### src/rtl/hazard_scoreboard_unit_if.sv
// ID-stage hazard control bundle: decoded IF/ID operands and freeze/flush in, stall/bubble controls out.
// Perf counter outputs exist only when HAZ_PERF_CNT_EN is defined.
interface hazard_scoreboard_unit_if #(
  parameter int REG_AW   = 5,
  parameter int OP_W     = 6,
  parameter int MAX_PEND = 4
);
  logic [OP_W-1:0]                 Op_i;
  logic [REG_AW-1:0]               IFID_RsAddr_i;
  logic [REG_AW-1:0]               IFID_RtAddr_i;
  logic                            mem_busy_i;
  logic                            flush_i;
  logic                            PC_stall_o;
  logic                            IFID_stall_o;
  logic                            IDEX_bubble_o;
  logic [$clog2(MAX_PEND+1)-1:0]   pend_cnt_o;
`ifdef HAZ_PERF_CNT_EN
  logic [31:0]                     stall_cycles_o;
  logic [31:0]                     full_stalls_o;
`endif

  modport master (
    output Op_i, IFID_RsAddr_i, IFID_RtAddr_i, mem_busy_i, flush_i,
`ifdef HAZ_PERF_CNT_EN
    input  stall_cycles_o, full_stalls_o,
`endif
    input  PC_stall_o, IFID_stall_o, IDEX_bubble_o, pend_cnt_o
  );

  modport slave (
    input  Op_i, IFID_RsAddr_i, IFID_RtAddr_i, mem_busy_i, flush_i,
`ifdef HAZ_PERF_CNT_EN
    output stall_cycles_o, full_stalls_o,
`endif
    output PC_stall_o, IFID_stall_o, IDEX_bubble_o, pend_cnt_o
  );
endinterface

### src/rtl/hazard_scoreboard_unit.sv
// Load-use scoreboard for the ID stage: outputs are combinational from state and inputs (0 cycle latency);
// mem_busy_i freezes all countdowns. Optional HAZ_PERF_CNT_EN adds saturating stall counters.
module hazard_scoreboard_unit #(
  parameter int REG_AW   = 5,
  parameter int OP_W     = 6,
  parameter int LOAD_LAT = 1,
  parameter int MAX_PEND = 4
) (
  input  logic                      clk_i,
  input  logic                      rst_i,
  hazard_scoreboard_unit_if.slave   sb
);
  localparam int CW = $clog2(MAX_PEND+1);
  localparam logic [OP_W-1:0] OP_RTYPE = OP_W'(6'b000000);
  localparam logic [OP_W-1:0] OP_BEQ   = OP_W'(6'b000100);
  localparam logic [OP_W-1:0] OP_SW    = OP_W'(6'b101011);
  localparam logic [OP_W-1:0] OP_LW    = OP_W'(6'b100011);
  localparam logic [OP_W-1:0] OP_J     = OP_W'(6'b000010);

  logic [MAX_PEND-1:0] valid_q, valid_d;
  logic [REG_AW-1:0]   dest_q [MAX_PEND];
  logic [REG_AW-1:0]   dest_d [MAX_PEND];
  logic [2:0]          cnt_q  [MAX_PEND];
  logic [2:0]          cnt_d  [MAX_PEND];

  logic                rs_used, rt_used, is_lw;
  logic                hazard, full, any_retire, load_stall, stall, issue, alloc_en;
  logic [MAX_PEND-1:0] retire, valid_post, alloc_oh;
  logic                found;
  logic [CW-1:0]       pend_cnt;

  always_comb begin
    rs_used = (sb.Op_i != OP_J) && (sb.IFID_RsAddr_i != '0);
    rt_used = ((sb.Op_i == OP_RTYPE) || (sb.Op_i == OP_BEQ) || (sb.Op_i == OP_SW))
              && (sb.IFID_RtAddr_i != '0);
    is_lw   = (sb.Op_i == OP_LW);
  end

  // A valid entry always has a nonzero count; it retires on the edge its count leaves 1.
  always_comb begin
    hazard = 1'b0;
    retire = '0;
    for (int i = 0; i < MAX_PEND; i++) begin
      if (valid_q[i] && (cnt_q[i] != 3'd0) &&
          ((rs_used && (dest_q[i] == sb.IFID_RsAddr_i)) ||
           (rt_used && (dest_q[i] == sb.IFID_RtAddr_i))))
        hazard = 1'b1;
      retire[i] = valid_q[i] && (cnt_q[i] == 3'd1) && !sb.mem_busy_i;
    end
  end

  always_comb begin
    full       = &valid_q;
    any_retire = |retire;
    load_stall = is_lw && full && !any_retire;
    stall      = (hazard || load_stall) && !sb.flush_i;
    issue      = !stall && !sb.mem_busy_i && !sb.flush_i;
    alloc_en   = issue && is_lw && (sb.IFID_RtAddr_i != '0);
    valid_post = valid_q & ~retire;
  end

  // Lowest free slot after this edge's retirements.
  always_comb begin
    found    = 1'b0;
    alloc_oh = '0;
    for (int i = 0; i < MAX_PEND; i++) begin
      if (!valid_post[i] && !found) begin
        alloc_oh[i] = alloc_en;
        found       = 1'b1;
      end
    end
  end

  always_comb begin
    valid_d = valid_q;
    dest_d  = dest_q;
    cnt_d   = cnt_q;
    if (!sb.mem_busy_i) begin
      for (int i = 0; i < MAX_PEND; i++) begin
        if (valid_q[i]) begin
          cnt_d[i] = cnt_q[i] - 3'd1;
          if (cnt_q[i] == 3'd1) valid_d[i] = 1'b0;
        end
        if (alloc_oh[i]) begin
          valid_d[i] = 1'b1;
          dest_d[i]  = sb.IFID_RtAddr_i;
          cnt_d[i]   = 3'(LOAD_LAT);
        end
      end
    end
  end

  always_ff @(posedge clk_i or posedge rst_i) begin
    if (rst_i) begin
      valid_q <= '0;
      for (int i = 0; i < MAX_PEND; i++) begin
        dest_q[i] <= '0;
        cnt_q[i]  <= '0;
      end
    end else begin
      valid_q <= valid_d;
      dest_q  <= dest_d;
      cnt_q   <= cnt_d;
    end
  end

  always_comb begin
    pend_cnt = '0;
    for (int i = 0; i < MAX_PEND; i++) pend_cnt = pend_cnt + CW'(valid_q[i]);
  end

  // Gated by rst_i so a held mem_busy_i cannot leak a stall out during reset.
  assign sb.PC_stall_o    = !rst_i && (stall || sb.mem_busy_i);
  assign sb.IFID_stall_o  = !rst_i && (stall || sb.mem_busy_i);
  assign sb.IDEX_bubble_o = !rst_i && stall && !sb.mem_busy_i;
  assign sb.pend_cnt_o    = pend_cnt;

`ifdef HAZ_PERF_CNT_EN
  logic [31:0] stall_cycles_q, stall_cycles_d;
  logic [31:0] full_stalls_q, full_stalls_d;

  always_comb begin
    stall_cycles_d = stall_cycles_q;
    full_stalls_d  = full_stalls_q;
    if (stall && !sb.mem_busy_i && (stall_cycles_q != '1))
      stall_cycles_d = stall_cycles_q + 32'd1;
    if (load_stall && !hazard && !sb.mem_busy_i && !sb.flush_i && (full_stalls_q != '1))
      full_stalls_d = full_stalls_q + 32'd1;
  end

  always_ff @(posedge clk_i or posedge rst_i) begin
    if (rst_i) begin
      stall_cycles_q <= '0;
      full_stalls_q  <= '0;
    end else begin
      stall_cycles_q <= stall_cycles_d;
      full_stalls_q  <= full_stalls_d;
    end
  end

  assign sb.stall_cycles_o = stall_cycles_q;
  assign sb.full_stalls_o  = full_stalls_q;
`endif
endmodule

### src/flat_wrapper.sv
// flat-port wrapper written by rule: the top's interface ports become plain ports
module hazard_scoreboard_unit_flat 
#(
  parameter int REG_AW   = 5,
  parameter int OP_W     = 6,
  parameter int LOAD_LAT = 1,
  parameter int MAX_PEND = 4
)
  (clk_i, rst_i, sb_Op_i, sb_IFID_RsAddr_i, sb_IFID_RtAddr_i, sb_mem_busy_i, sb_flush_i, sb_PC_stall_o, sb_IFID_stall_o, sb_IDEX_bubble_o, sb_pend_cnt_o);
  hazard_scoreboard_unit_if #(.REG_AW(REG_AW), .OP_W(OP_W), .MAX_PEND(MAX_PEND)) sb_i ();
  input  logic clk_i;
  input  logic rst_i;
  input wire logic [$bits(sb_i.Op_i)-1:0] sb_Op_i;
  input wire logic [$bits(sb_i.IFID_RsAddr_i)-1:0] sb_IFID_RsAddr_i;
  input wire logic [$bits(sb_i.IFID_RtAddr_i)-1:0] sb_IFID_RtAddr_i;
  input wire logic [$bits(sb_i.mem_busy_i)-1:0] sb_mem_busy_i;
  input wire logic [$bits(sb_i.flush_i)-1:0] sb_flush_i;
  output wire logic [$bits(sb_i.PC_stall_o)-1:0] sb_PC_stall_o;
  output wire logic [$bits(sb_i.IFID_stall_o)-1:0] sb_IFID_stall_o;
  output wire logic [$bits(sb_i.IDEX_bubble_o)-1:0] sb_IDEX_bubble_o;
  output wire logic [$bits(sb_i.pend_cnt_o)-1:0] sb_pend_cnt_o;
  assign sb_i.Op_i = sb_Op_i;
  assign sb_i.IFID_RsAddr_i = sb_IFID_RsAddr_i;
  assign sb_i.IFID_RtAddr_i = sb_IFID_RtAddr_i;
  assign sb_i.mem_busy_i = sb_mem_busy_i;
  assign sb_i.flush_i = sb_flush_i;
  assign sb_PC_stall_o = sb_i.PC_stall_o;
  assign sb_IFID_stall_o = sb_i.IFID_stall_o;
  assign sb_IDEX_bubble_o = sb_i.IDEX_bubble_o;
  assign sb_pend_cnt_o = sb_i.pend_cnt_o;
  hazard_scoreboard_unit #(.REG_AW(REG_AW), .OP_W(OP_W), .LOAD_LAT(LOAD_LAT), .MAX_PEND(MAX_PEND)) u_core (.clk_i(clk_i), .rst_i(rst_i), .sb(sb_i));
endmodule
### config.mk
export PLATFORM = sky130hd
export DESIGN_NAME = hazard_scoreboard_unit_flat
export DESIGN_NICKNAME = d
export VERILOG_FILES = /design/src/rtl/hazard_scoreboard_unit_if.sv /design/src/rtl/hazard_scoreboard_unit.sv /design/src/flat_wrapper.sv
export SDC_FILE = /design/constraint.sdc
export NUM_CORES = 1
export LEC_CHECK = 0
export ABC_CLOCK_PERIOD_IN_PS = 3520
export BUFFER_PORTS_ARGS = -buffer_cell sky130_fd_sc_hd__buf_2
export CORE_ASPECT_RATIO = 0.8
export CORE_MARGIN = 5
export CORE_UTILIZATION = 33
export CTS_CLUSTER_SIZE = 24
export DETAILED_ROUTE_END_ITERATION = 12
export GPL_TIMING_DRIVEN = 0
export PLACE_DENSITY = 0.48
export SLEW_MARGIN = 10
export SYNTH_ARGS = -nofsm -noshare
export SYNTH_HDL_FRONTEND = slang
export SYNTH_SLANG_ARGS = --single-unit
### constraint.sdc
create_clock -name clk_i -period 3.52 [get_ports clk_i]
set_clock_uncertainty 0.2 [all_clocks]
set_input_delay 0.528 -clock clk_i [delete_from_list [all_inputs] [get_ports clk_i]]
set_output_delay 0.528 -clock clk_i [all_outputs]
set_load 0.005 [all_outputs]
==> summary.md <==
| Metric | Value |
|---|---|
| Outcome | `finished, final reports clean` |
| Complex-gate fraction of the synthesized area | `8.29%` |
| Num CTS Buffers | `5` |
| Core area | `0.00736 mm^2` |
| Drt pass-1 iters | `4` |
| Clock buffer depth | `2` |
| Final setup violation count | `0` |
| Synth cell count leaders | `dfrtp_1 (36), xnor2_1 (26), nand2_1 (17), inv_1 (16), mux2_2 (16)` |
| Post-Synth Adder-Cell Area | `7.89%` |
| Fmax | `0.306 GHz` |
| Worst-Margin Slew | `0.655 ns` |
| Unrepaired setup endpoints after global routing | `no` |
| Fin crit period | `3.27 ns` |
| Synth Area in Simple Gates | `roughly 17%` |
| DR WL/cell | `15.5 um` |
| Area contributors post-synth | `dfrtp_1 (36%), xnor2_1 (9.2%), mux2_2 (7.3%)` |
| PortBufs | `15` |
| Number of synthesized flops with an enable pin | `0` |
| Synthesis-stage register bit count | `36` |
| Hold depth | `1` |
| Final Max Slew Viols | `0` |
| Sequential area share after synthesis | `36.4%` |
| HP Start | `u_core.cnt_q[9]` |
| CP startpoint kind | `register` |
| Crit Path Class | `register to output pin` |
| Clock root buffer master | `clkbuf_8` |
| Worst EP arrival | `2.54 ns` |
| Yosys top cell area share | `36.4%` |
| Largest area contributor in the netlist | `dfrtp_1` |
| H-tree depth | `2` |
| Clock Pin Slew Worst Setup and Hold Paths | `roughly 0.080 ns` |
| Hold endpoint | `u_core.cnt_q[9]` |
| GR Overflow Total | `0` |
| Most common cell in the netlist | `dfrtp_1` |
| Detailed placement HPWL | `4280 um` |
| Row count | `28` |
| Residual DRC count | `0` |
| Worst EP required | `2.79 ns` |
| WL final | `5660 um` |
| Net count after synthesis | `285` |
| Area of the multi-input gates | `between 0.001 and 0.0015 mm^2` |
| Setup TNS | `0 ns` |
| TritonCTS clock tree | `done` |
| Setup crit end kind | `output pin` |
| Final period util | `93.0%` |
| Skew-Pair Late Insertion Delay | `0.29 ns` |
| Mapped Area | `between 0.002 and 0.0025 mm^2` |
| R2R cell count | `10` |
| HP Class | `register to register` |
| Hold slack | `0.310 ns` |
| Prevailing post-synth register cell | `dfrtp_1` |
| Initial core utilization | `between 30% and 40%` |
| Syn Area/Cell | `9.90 um^2` |
| Critical Path Max Stage Delay | `between 0.3 and 0.4 ns` |
| Synth Warn # | `0` |
| CP max stage cell | `o31ai_4` |
| Vias in the first global route | `1,821` |
| Max-cap viol count | `0` |
| FF/Latch Area | `901 um^2` |
| Flop2flop setup slack | `0.73 ns` |
| Share of cells above drive strength 1 | `23.6%` |
| Die ar. | `~0.0093 mm^2` |
| CP Cell Sequence | `inv_1, ha_1, inv_1, o21ai_0, nor3_1, o31ai_4, nand2_1, a21oi_1, o22ai_1, buf_4, buf_2` |
| Leakage | `1.27 nW` |
| Post-synthesis mux area share | `between 10 and 15%` |
| Largest net degree at the start of global routing | `28` |
| Post-route ant nets | `0` |
| Total track usage | `13.0%` |
| Vias | `1,830` |
| Final Util | `approximately two fifths` |
| Starting DRT DRC Count | `47` |
| Pwr/cell area | `340 mW/mm^2` |
| CTS sink cnt | `36` |
| DIE HEIGHT | `about 90 um` |
| Netlist cell types | `49` |
| Initial antenna violation count | `0` |
| Endpoints failing hold | `0` |
| Nets@finish | `309` |
| Gpl congestion | `0.766` |
| Largest family of logic cells by synthesized area | `simple AND/OR/NAND/NOR gates` |
| RR Endpoint | `u_core.dest_q[7]` |
| First-pass GRT wire length | `9360 um` |
| Worst-path maximum fanout | `6` |
| Fraction of registers with async set/reset | `100%` |
| Area delta synth->final | `13.1%` |
| Synth Area in XOR/XNOR | `14.2%` |
| Die W | `107 um` |
| CP dominant cell by count | `inv_1` |
| Drt via density | `5.01` |
| Synth Instances | `250` |
| I/O pin count | `26` |
| Worst VDD drop | `0.124 mV` |
| Reg2Reg Launch Point | `u_core.cnt_q[6]` |
| Relative slew slack | `between 50 and 60%` |
| Fill cells | `760` |
| N_diodes | `0` |
==> routing by layer <==
metal | track usage [%] | routed length, um
met1 | 18.4 | 2780
met2 | 19.8 | 2480
met3 | 3.19 | 323
met4 | 3.72 | 74
met5 | 0 | 0
==> worst max-delay path: cells and delay by family, from the launching register on <==
family	cells	cell delay [ns]
and+or+nand+nor	2	0.25
adders and majority gates	1	0.15
AOI/OAI and AO/OA	4	1.09
buffers and inverters	4	0.39
DFF	1	0.38
==> logic make-up after synthesis <==
logic type,after synthesis
xor gates and xnor gates,40
DFF,36
muxes,23
AOI/OAI and AO/OA,33
and+or+nand+nor,73
adders and majority gates,15
buffers and inverters,30
==> report_power, final <==
group	total [mW]	switching, mW	leakage, nW	internal, mW
Clock	0.314	0.157	0.0510	0.157
Sequential	0.461	0.0236	0.478	0.438
Combinational	0.177	0.0941	0.736	0.0831
Total	0.953	0.275	1.27	0.678
==> layout make-up <==
type | count | area share [%]
multi-input cells | 184 | 52.0
flip-flops and latches | 36 | 32.2
clock inverters | 2 | 0.358
clock buffers | 6 | 2.95
plain buffers | 13 | 2.41
inverters | 17 | 2.28
repair buffers | 17 | 3.76
well taps | 90 | 4.02
==> worst max-delay path by stage <==
| stage | from | endpoint | slack [ns] | cells past startpoint |
|---|---|---|---|---|
| floorplan | sb_Op_i[2] | sb_PC_stall_o | 0.75 | 7 |
| global placement | u_core.cnt_q[6] | sb_PC_stall_o | 0.23 | 11 |
| detailed placement | u_core.cnt_q[6] | sb_PC_stall_o | 0.25 | 11 |
| CTS | u_core.cnt_q[6] | sb_PC_stall_o | 0.09 | 11 |
| global route | u_core.cnt_q[1] | sb_PC_stall_o | 0.04 | 10 |
| finish | u_core.cnt_q[6] | sb_PC_stall_o | 0.25 | 11 |
==> cells in the final DEF, fill, tap and decap left out, types with 2 or more instances in the layout <==
cell,count
a22o_1,2
xor2_1,14
xnor2_1,26
or2_2,2
nand4_1,7
clkbuf_1,5
nor4_1,4
mux2i_1,2
mux2_2,16
inv_1,15
ha_1,14
o21ai_0,11
buf_2,21
a21oi_1,7
mux2_4,5
nand2b_1,4
o22ai_1,4
dfrtp_1,36
clkbuf_8,6
or4_1,3
nand2_1,17
clkinv_2,2
nor2_1,8
nor3_1,6
nand3_1,8
==> stage by stage <==
stage | total power, mW | area (um^2) | instances | worst slack, ns
after floorplan | 0.599 | 2470 | 250 | 0.749
after global placement | 0.645 | 2660 | 355 | 0.234
after detailed placement | 0.648 | 2680 | 356 | 0.249
after CTS | 0.970 | 2790 | 365 | 0.0873
after global routing | 1.02 | 2800 | 365 | 0.0364
final | 0.953 | 2800 | 365 | 0.248
==> sequential cells by signal, summed over array words and instances, names as in the netlist <==
signal and cells:
u_core.cnt_q 12, u_core.valid_q 4, u_core.dest_q 20
==> timing repair <==
| item | in CTS | in global routing |
|---|---|---|
| hold buffers | 1 | 0 |
| hold endpoints to repair | 9 | 0 |
| resized for setup | 1 | 1 |
| setup buffers | 0 | 0 |
| endpoints found under the setup margin | 1 | 1 |
Power figures use the tool's default switching activity.
